File: src/rtl/lsu_mem_ctrl.sv
// ---------------------------------------------------------------------------
// lsu_mem_ctrl
//   MEM-stage load/store unit. Accepts one load or store from the EX/MEM slot,
//   runs it over a req/ack data-memory port and returns sign/zero-extended
//   load data for writeback. The pipeline is held (stall_out) from the issuing
//   cycle until the memory acknowledges, or until the access times out.
//
// Ports
//   clk, rst        clock; synchronous active-high reset
//   valid_in        EX/MEM slot holds a live instruction
//   opcode_in       0000011 LOAD, 0100011 STORE, anything else ignored
//   funct3_in       RV32I access size/sign
//   addr_in         effective byte address
//   wdata_in        store data (rs2)
//   rd_addr_in      load destination register
//   stall_out       hold upstream stages (combinational)
//   mem_req_out     registered memory request, held until ack/timeout
//   mem_we_out      1 = write
//   mem_addr_out    word-aligned address
//   mem_wstrb_out   byte enables for stores, 0 for loads
//   mem_wdata_out   lane-replicated store data
//   mem_ack_in      one-cycle completion, mem_rdata_in valid with it
//   mem_rdata_in    read word
//   wb_valid_out    one-cycle writeback pulse
//   wb_rd_out       writeback register
//   wb_data_out     extended load data
//   exc_out         one-cycle exception pulse
//   exc_code_out    01 misaligned/illegal, 10 timeout, 00 none
// ---------------------------------------------------------------------------
module lsu_mem_ctrl #(
    parameter int unsigned TIMEOUT = 16
) (
    input  logic        clk,
    input  logic        rst,
    input  logic        valid_in,
    input  logic [6:0]  opcode_in,
    input  logic [2:0]  funct3_in,
    input  logic [31:0] addr_in,
    input  logic [31:0] wdata_in,
    input  logic [4:0]  rd_addr_in,
    output logic        stall_out,
    output logic        mem_req_out,
    output logic        mem_we_out,
    output logic [31:0] mem_addr_out,
    output logic [3:0]  mem_wstrb_out,
    output logic [31:0] mem_wdata_out,
    input  logic        mem_ack_in,
    input  logic [31:0] mem_rdata_in,
    output logic        wb_valid_out,
    output logic [4:0]  wb_rd_out,
    output logic [31:0] wb_data_out,
    output logic        exc_out,
    output logic [1:0]  exc_code_out
);

    localparam logic [6:0] OP_LOAD  = 7'b0000011;
    localparam logic [6:0] OP_STORE = 7'b0100011;

    localparam int unsigned     CW       = $clog2(TIMEOUT);
    localparam logic [CW-1:0]   CNT_LAST = CW'(TIMEOUT - 1);

    localparam logic [1:0] EXC_NONE    = 2'b00;
    localparam logic [1:0] EXC_ILLEGAL = 2'b01;
    localparam logic [1:0] EXC_TIMEOUT = 2'b10;

    typedef enum logic [1:0] {
        S_IDLE,
        S_ACCESS,
        S_RESP
    } state_t;

    state_t        state_q, state_d;
    logic [CW-1:0] cnt_q, cnt_d;
    logic [31:0]   addr_q, addr_d;
    logic [4:0]    rd_q, rd_d;
    logic [2:0]    f3_q, f3_d;
    logic          we_q, we_d;
    logic [3:0]    strb_q, strb_d;
    logic [31:0]   wdata_q, wdata_d;
    logic          req_q, req_d;
    logic          wb_valid_q, wb_valid_d;
    logic [4:0]    wb_rd_q, wb_rd_d;
    logic [31:0]   wb_data_q, wb_data_d;
    logic          exc_q, exc_d;
    logic [1:0]    exc_code_q, exc_code_d;

    logic        is_load, is_store, start, legal;
    logic [3:0]  st_strb;
    logic [31:0] st_data;

    // Select the addressed byte/half of the read word and extend it.
    function automatic logic [31:0] load_extract(input logic [2:0]  f3,
                                                 input logic [1:0]  lane,
                                                 input logic [31:0] rdata);
        logic [7:0]  b;
        logic [15:0] h;
        case (lane)
            2'd0:    b = rdata[7:0];
            2'd1:    b = rdata[15:8];
            2'd2:    b = rdata[23:16];
            default: b = rdata[31:24];
        endcase
        h = lane[1] ? rdata[31:16] : rdata[15:0];
        case (f3)
            3'd0:    return {{24{b[7]}}, b};
            3'd4:    return {24'b0, b};
            3'd1:    return {{16{h[15]}}, h};
            3'd5:    return {16'b0, h};
            default: return rdata;
        endcase
    endfunction

    assign is_load  = (opcode_in == OP_LOAD);
    assign is_store = (opcode_in == OP_STORE);
    assign start    = (state_q == S_IDLE) && valid_in && (is_load || is_store);

    // Issuing cycle is held combinationally; RESP releases the pipeline so
    // it advances in the same cycle writeback fires.
    assign stall_out = start || (state_q == S_ACCESS);

    always_comb begin
        legal = 1'b0;
        if (is_load) begin
            case (funct3_in)
                3'd0, 3'd4: legal = 1'b1;
                3'd1, 3'd5: legal = ~addr_in[0];
                3'd2:       legal = (addr_in[1:0] == 2'b00);
                default:    legal = 1'b0;
            endcase
        end else if (is_store) begin
            case (funct3_in)
                3'd0:    legal = 1'b1;
                3'd1:    legal = ~addr_in[0];
                3'd2:    legal = (addr_in[1:0] == 2'b00);
                default: legal = 1'b0;
            endcase
        end
    end

    // Store lane alignment: data is replicated across lanes, strobes select.
    always_comb begin
        st_strb = 4'b0000;
        st_data = 32'h0;
        if (is_store) begin
            case (funct3_in[1:0])
                2'd0: begin
                    st_strb = 4'b0001 << addr_in[1:0];
                    st_data = {4{wdata_in[7:0]}};
                end
                2'd1: begin
                    st_strb = 4'b0011 << {addr_in[1], 1'b0};
                    st_data = {2{wdata_in[15:0]}};
                end
                default: begin
                    st_strb = 4'b1111;
                    st_data = wdata_in;
                end
            endcase
        end
    end

    always_comb begin
        // NOTE: every signal gets a default before the case so no path
        // leaves it unassigned; otherwise synthesis infers a latch.
        state_d    = state_q;
        cnt_d      = cnt_q;
        addr_d     = addr_q;
        rd_d       = rd_q;
        f3_d       = f3_q;
        we_d       = we_q;
        strb_d     = strb_q;
        wdata_d    = wdata_q;
        req_d      = req_q;
        wb_valid_d = 1'b0;
        wb_rd_d    = wb_rd_q;
        wb_data_d  = wb_data_q;
        exc_d      = 1'b0;
        exc_code_d = EXC_NONE;

        case (state_q)
            S_IDLE: begin
                if (start) begin
                    if (legal) begin
                        state_d = S_ACCESS;
                        req_d   = 1'b1;
                        cnt_d   = '0;
                        addr_d  = addr_in;
                        rd_d    = rd_addr_in;
                        f3_d    = funct3_in;
                        we_d    = is_store;
                        strb_d  = st_strb;
                        wdata_d = st_data;
                    end else begin
                        exc_d      = 1'b1;
                        exc_code_d = EXC_ILLEGAL;
                    end
                end
            end
            S_ACCESS: begin
                // Ack is tested first so it wins over a coincident timeout.
                if (mem_ack_in) begin
                    req_d   = 1'b0;
                    state_d = S_RESP;
                    if (!we_q) begin
                        wb_valid_d = (rd_q != 5'd0);
                        wb_rd_d    = rd_q;
                        wb_data_d  = load_extract(f3_q, addr_q[1:0], mem_rdata_in);
                    end
                end else if (cnt_q == CNT_LAST) begin
                    req_d      = 1'b0;
                    state_d    = S_IDLE;
                    exc_d      = 1'b1;
                    exc_code_d = EXC_TIMEOUT;
                end else begin
                    cnt_d = cnt_q + 1'b1;
                end
            end
            S_RESP: state_d = S_IDLE;
            default: state_d = S_IDLE;
        endcase
    end

    // NOTE: sequential state uses non-blocking assignments so every register
    // samples its pre-edge value regardless of statement order.
    always_ff @(posedge clk) begin
        if (rst) begin
            state_q    <= S_IDLE;
            cnt_q      <= '0;
            addr_q     <= 32'h0;
            rd_q       <= 5'd0;
            f3_q       <= 3'd0;
            we_q       <= 1'b0;
            strb_q     <= 4'b0000;
            wdata_q    <= 32'h0;
            req_q      <= 1'b0;
            wb_valid_q <= 1'b0;
            wb_rd_q    <= 5'd0;
            wb_data_q  <= 32'h0;
            exc_q      <= 1'b0;
            exc_code_q <= EXC_NONE;
        end else begin
            state_q    <= state_d;
            cnt_q      <= cnt_d;
            addr_q     <= addr_d;
            rd_q       <= rd_d;
            f3_q       <= f3_d;
            we_q       <= we_d;
            strb_q     <= strb_d;
            wdata_q    <= wdata_d;
            req_q      <= req_d;
            wb_valid_q <= wb_valid_d;
            wb_rd_q    <= wb_rd_d;
            wb_data_q  <= wb_data_d;
            exc_q      <= exc_d;
            exc_code_q <= exc_code_d;
        end
    end

    assign mem_req_out   = req_q;
    assign mem_we_out    = we_q;
    assign mem_addr_out  = {addr_q[31:2], 2'b00};
    assign mem_wstrb_out = strb_q;
    assign mem_wdata_out = wdata_q;
    assign wb_valid_out  = wb_valid_q;
    assign wb_rd_out     = wb_rd_q;
    assign wb_data_out   = wb_data_q;
    assign exc_out       = exc_q;
    assign exc_code_out  = exc_code_q;

endmodule

File: config.mk
export PLATFORM = sky130hd
export DESIGN_NAME = lsu_mem_ctrl
export DESIGN_NICKNAME = d
export VERILOG_FILES = /design/src/rtl/lsu_mem_ctrl.sv
export SDC_FILE = /design/constraint.sdc
export NUM_CORES = 1
export LEC_CHECK = 0
export BUFFER_PORTS_ARGS = -buffer_cell sky130_fd_sc_hd__buf_2
export CAP_MARGIN = 5
export CORE_UTILIZATION = 49
export CTS_CLUSTER_SIZE = 16
export DETAILED_ROUTE_END_ITERATION = 7
export GPL_TIMING_DRIVEN = 0
export PLACE_DENSITY = 0.78
export RECOVER_POWER = 25
export SLEW_MARGIN = 20
export SYNTH_ARGS = -nofsm -noshare
export SYNTH_HDL_FRONTEND = slang
export SYNTH_SLANG_ARGS = --single-unit
File: constraint.sdc
create_clock -name clk -period 2.68 [get_ports clk]
set_input_delay 0.402 -clock clk [delete_from_list [all_inputs] [get_ports clk]]
set_output_delay 0.402 -clock clk [all_outputs]
set_load 0.05 [all_outputs]
---- Yosys cells after proc, flatten, opt, wreduce, memory -nomap -nowiden ----
Cells that the tools add are included.
storage, ports and cells
  output and inout bits ................... 112
  memory bits (writable) .................. 0
  bits in registers ....................... 125
  ROM bits ................................ 0
  bits of input ports ..................... 115
  memories ................................ 0
  logic and storage cells ................. 96
  bits in latches ......................... 0
operators by class
  div/mod/pow operators ................... 0
  add/subtract/negate cells ............... 1
  magnitude comparators ................... 0
  bitwise gates (word level) .............. 4
  mux-type cells .......................... 36
  eq/ne operators ......................... 19
  $mul .................................... 0
  shift-type cells ........................ 2
  reduce and logical (&&, ||, !) cells .... 20
operator list
  kind                                           number
  case mux 32 bit (4 select lines)               1
  case mux 32 bit (2 select lines)               1
  two-way mux 32 bit                             1
  case mux 8 bit (3 select lines)                1
  two-way mux 4 bit                              5
  two-way mux 16 bit                             1
  case mux 4 bit (2 select lines)                2
  == test 3 bit, second input constant           4
  two-way mux 1 bit                              12
  two-way mux 2 bit                              6
  AND reduction 3 bit                            3
  zero test 2 bit                                4
  inequality test 2 bit, second input constant   4
  case mux 2 bit (2 select lines)                2
  == test 7 x 2 -> 1 bit, second input constant  1
  == test 7 x 6 -> 1 bit, second input constant  1
  == test 2 x 1 -> 1 bit, second input constant  3
  == test 3 x 1 -> 1 bit, second input constant  2
  zero test 3 bit                                2
  case mux 1 bit (3 select lines)                2
  AND reduction 5 bit                            1
  nonzero test 5 bit                             1
  adder 4 x 1 -> 4 bit, second input constant    1
  == test 4 bit, second input constant           1
  other kinds (13)                               20

---- Depth between registers and ports, before layout ----
  depth after elaboration ................. 7
  gate-level depth with buffers ........... 8
  mapped depth without buffers ............ 5

---- Least setup slack after synthesis ----
Ideal clock, no wire load.
  kind .................................... input to output
  start ................................... input port opcode_in[3]
  end ..................................... output port stall_out
  data arrival time ....................... 1.939 ns
  path slack .............................. 0.339 ns
  path buffers ............................ 1
  required time ........................... 2.278 ns
  cell stages on the path ................. 4
  cell sequence ........................... or4_1 -> clkbuf_1 -> o21ai_0 -> nor2b_1
on the way
  word-level cells in the longest chain between the ends .. 4
  elaborated cells on any way between the ends .. 5
  classes of those cells .................. eq/ne (2); reduce/logical (3)
ends and longest elaborated chain
  element                                                                  RTL line  RTL
  start, declared                                                          36        input logic [6:0] opcode_in,
  == test 7 x 2 -> 1 bit / == test 7 x 6 -> 1 bit (equally long branches)  113, 114
  logical OR 1 bit (*)                                                     115       assign start = (state_q == S_IDLE) && valid_in && (is_load || is_store);
  logical AND 1 bit (*)                                                    115
  logical OR 1 bit (*)                                                     119       assign stall_out = start || (state_q == S_ACCESS);
  end, declared                                                            41        output logic stall_out,
Mark *: on every way between the ends. The rest lies on a longest branch, timed or not.

---- Final worst setup path ----
  start ................................... register state_q[1]
  end ..................................... register wb_data_q[21], in the netlist wb_data_out[21]
on the way
  word-level cells in the longest chain between the ends .. 2
ends and longest elaborated chain
  element                               RTL line  RTL
  start, declared                       72        state_t state_q, state_d;
  start signal, assigned                242       state_q <= state_d;
  == test 2 x 1 -> 1 bit                180       case (state_q)
  AND reduction 3 bit (no source line)  -
  end signal, assigned                  253       wb_data_q <= wb_data_d;
  end, declared                         83        logic [31:0] wb_data_q, wb_data_d;
No other way between the ends.
A chain may end at the register's enable or synchronous reset.

==> flow_summary.json <==
{
  "synthArstFlopShare_pct": 0,
  "worstHoldPathCells": 3,
  "fin_skew_ps": 8.104,
  "drive_above_1_share_pct": 27.95,
  "synth_xor_area_share_pct": 0,
  "end_kind": "flop",
  "rows": 38,
  "cp-start-kind": "flop",
  "synth_warnings": 0,
  "netlist_area_um2": 5659,
  "layout_common_cells": "nand2_1, buf_2, dfxtp_1, clkbuf_1, a21oi_1",
  "worstMarginPinSlew_ps": 671.4,
  "antenna_left": 0,
  "ys_seq_area_share_pct": 44.22,
  "hold_path_class": "in -> reg",
  "insertion_delay_ps": 420,
  "dp_slack_ps": 13.87,
  "yosys_register_bits": 125,
  "hold_viol_final": 0,
  "cts.sinks": 125,
  "finalPower_mw": 4.332,
  "wl_per_cell_um": 15.11,
  "setup_viol": 0,
  "syn_area_per_cell_um2": 7.893,
  "syn_inst": 717,
  "initial_utilization_pct": 51.30,
  "clk_root_buffer_cell": "clkbuf_16",
  "die_y_um": 109.5,
  "power_density_nw_per_um2": 580.6,
  "core_um2": 11030,
  "cts_max_level": 4,
  "status": "completed",
  "grt_overflow": 0,
  "yosys.area_share.adder_pct": 0.2211,
  "first_pass_iters": 5,
  "grt_pass1_wl_um": 26300,
  "min_period_over_period_pct": 90.99,
  "synthMuxAreaShare_pct": 6.699,
  "cts_made_buffers": 17,
  "timing.rr.end": "wb_data_out[21]",
  "grt_max_degree": 17,
  "synth_edf_count": 0,
  "num_antenna_cells": 0,
  "nNetsFinal": 1076,
  "worst-r2r-cell-count": 7,
  "vias_per_cell": 5.250,
  "yosys.area_share.simple_pct": 22.95,
  "cts_tree": "built",
  "worstSetupPathType": "reg -> reg",
  "synth_cell_type_count": 39,
  "slew_viol_final": 0,
  "path_max_fanout": 10,
  "worstHoldEndpoint": "addr_q[23]",
  "cts_buffer_depth": 2,
  "ys.flop_type": "dfxtp_1",
  "clk_pin_slew_ps": 60,
  "place_hpwl_um": 12440,
  "synth_top_family_by_area": "simple AND/OR/NAND/NOR gates",
  "grt_pass1_vias": 5476,
  "io_buffer_count": 223,
  "die_w_um": 109.5,
  "antenna_found_initial": 0,
  "worst_slack_ps": 241.6,
  "io_pins": 227,
  "final_common_cell": "nand2_1",
  "routed_wl_um": 16820,
  "timing.fmax_mhz": 410.1,
  "place_congestion": 0.8692,
  "final.setup.tns_ps": 0,
  "ir_drop_v": 0.0004987,
  "slew_headroom_pct": 55.03,
  "cts_hold_buf": 0,
  "arrival_ps": 2710,
  "rsz0062_at_grt": "false",
  "crit_start": "state_q[1]",
  "syn2layout_area_growth_pct": 31.84,
  "grt_usage_pct": 28.63,
  "die-area_um2": 11980,
  "rrSetupSlack_ps": 240,
  "synth_compound_area_share_pct": 17.33,
  "hold_start": "addr_in[23]",
  "power.leakage_nw": 2.962,
  "min_period_ps": 2438,
  "critical_path_required_ps": 2960,
  "route.vias.total": 5843,
  "drv_cap": 0,
  "drt_iter0_drc": 304,
  "rr_startpoint": "state_q[1]",
  "drc_errors": 0
}
## power breakdown
part | total, mW | internal [mW] | switching (mW)
logic | 0.266 | 0.114 | 0.152
registers | 1.86 | 1.86 | 0.00131
clock network | 2.20 | 1.37 | 0.837
## critical path, cell delays in order, from the launching register on
cell	delay, ps
dfxtp_1	300
buf_2	180
nand2b_1	200
or3b_2	490
clkbuf_1	260
a21oi_2	430
buf_2	320
a211oi_1	110
## cells in the mapped netlist, types with 2 or more instances
master	n	area, µm²
a211oi_1	26	195.2
a21o_1	2	15.01
a21oi_1	91	455.4
a31oi_1	9	56.30
buf_1	6	22.52
buf_2	7	35.03
buf_4	33	247.7
clkbuf_1	44	165.2
dfxtp_1	125	2502
inv_1	3	11.26
mux2_2	23	259.0
mux2i_1	12	120.1
nand2_1	180	675.7
nand2b_1	6	37.54
nand3_1	36	180.2
nand3b_1	10	75.07
nor2_1	44	165.2
nor2b_1	2	12.51
nor3_1	10	50.05
nor3b_1	2	15.01
nor4_1	2	12.51
o211ai_1	2	15.01
o21ai_0	17	85.08
o221a_2	7	78.83
or4_1	4	30.03
## worst max path at each step
stage | cells past startpoint | endpoint
2_1_floorplan | 4 | stall_out
6_report | 7 | wb_data_out[21]
3_5_place_dp | 6 | mem_we_out
3_3_place_gp | 8 | addr_q[22]
5_1_grt | 6 | wb_data_out[12]
4_1_cts | 7 | wb_data_out[21]
## metal layers
layer / global-route usage [%] / vias up / wire, µm
met5: 0 / - / 0
met2: 46.23 / 254 / 7848
li1: - / 2913 / -
met4: 12.48 / 0 / 405
met1: 35.44 / 2640 / 7144
met3: 8.358 / 36 / 1422
## timing repair
action	CTS	global route
resized for setup	0	1
buffers inserted	0	0
setup endpoints to repair	0	10
## state kept, by name (all words and copies together), names as in the netlist
signal	cells
mem_wstrb_out	4
state_q	2
f3_q	3
rd_q	5
mem_req_out	1
cnt_q	4
wb_data_out	32
mem_wdata_out	32
addr_q	32
wb_rd_out	5
wb_valid_out	1
mem_we_out	1
exc_out	1
exc_code_out	2
## through the flow
stage | hold WS (ps) | area, µm² | cells | utilization (%)
detailed placement | 440.5 | 6954 | 1081 | 63.04
floorplan | 432.2 | 5663 | 718 | -
global placement | 436.3 | 6954 | 1081 | 63.04
finish | 221.3 | 7461 | 1113 | 67.64
global route | 227.8 | 7461 | 1113 | 67.64
CTS | 221.1 | 7527 | 1113 | 68.24
## layout make-up
class | instances | area, µm²
tap | 140 | 175.2
sequential | 125 | 2502
clock inverter | 10 | 88.84
fill | 1020 | 3570
timing repair buffer | 223 | 1046
clock buffer | 22 | 484.2
inverter | 3 | 11.26
multi-input combinational | 500 | 2683
buffer | 90 | 470.5
## kinds of logic after synthesis
kind of cell	Yosys count
compound gates	161
fa+ha+maj	1
buf+inv	93
other cells	1
flops	125
simple gates	301
mux	35
No activity file was read; power rests on OpenSTA's default activity.
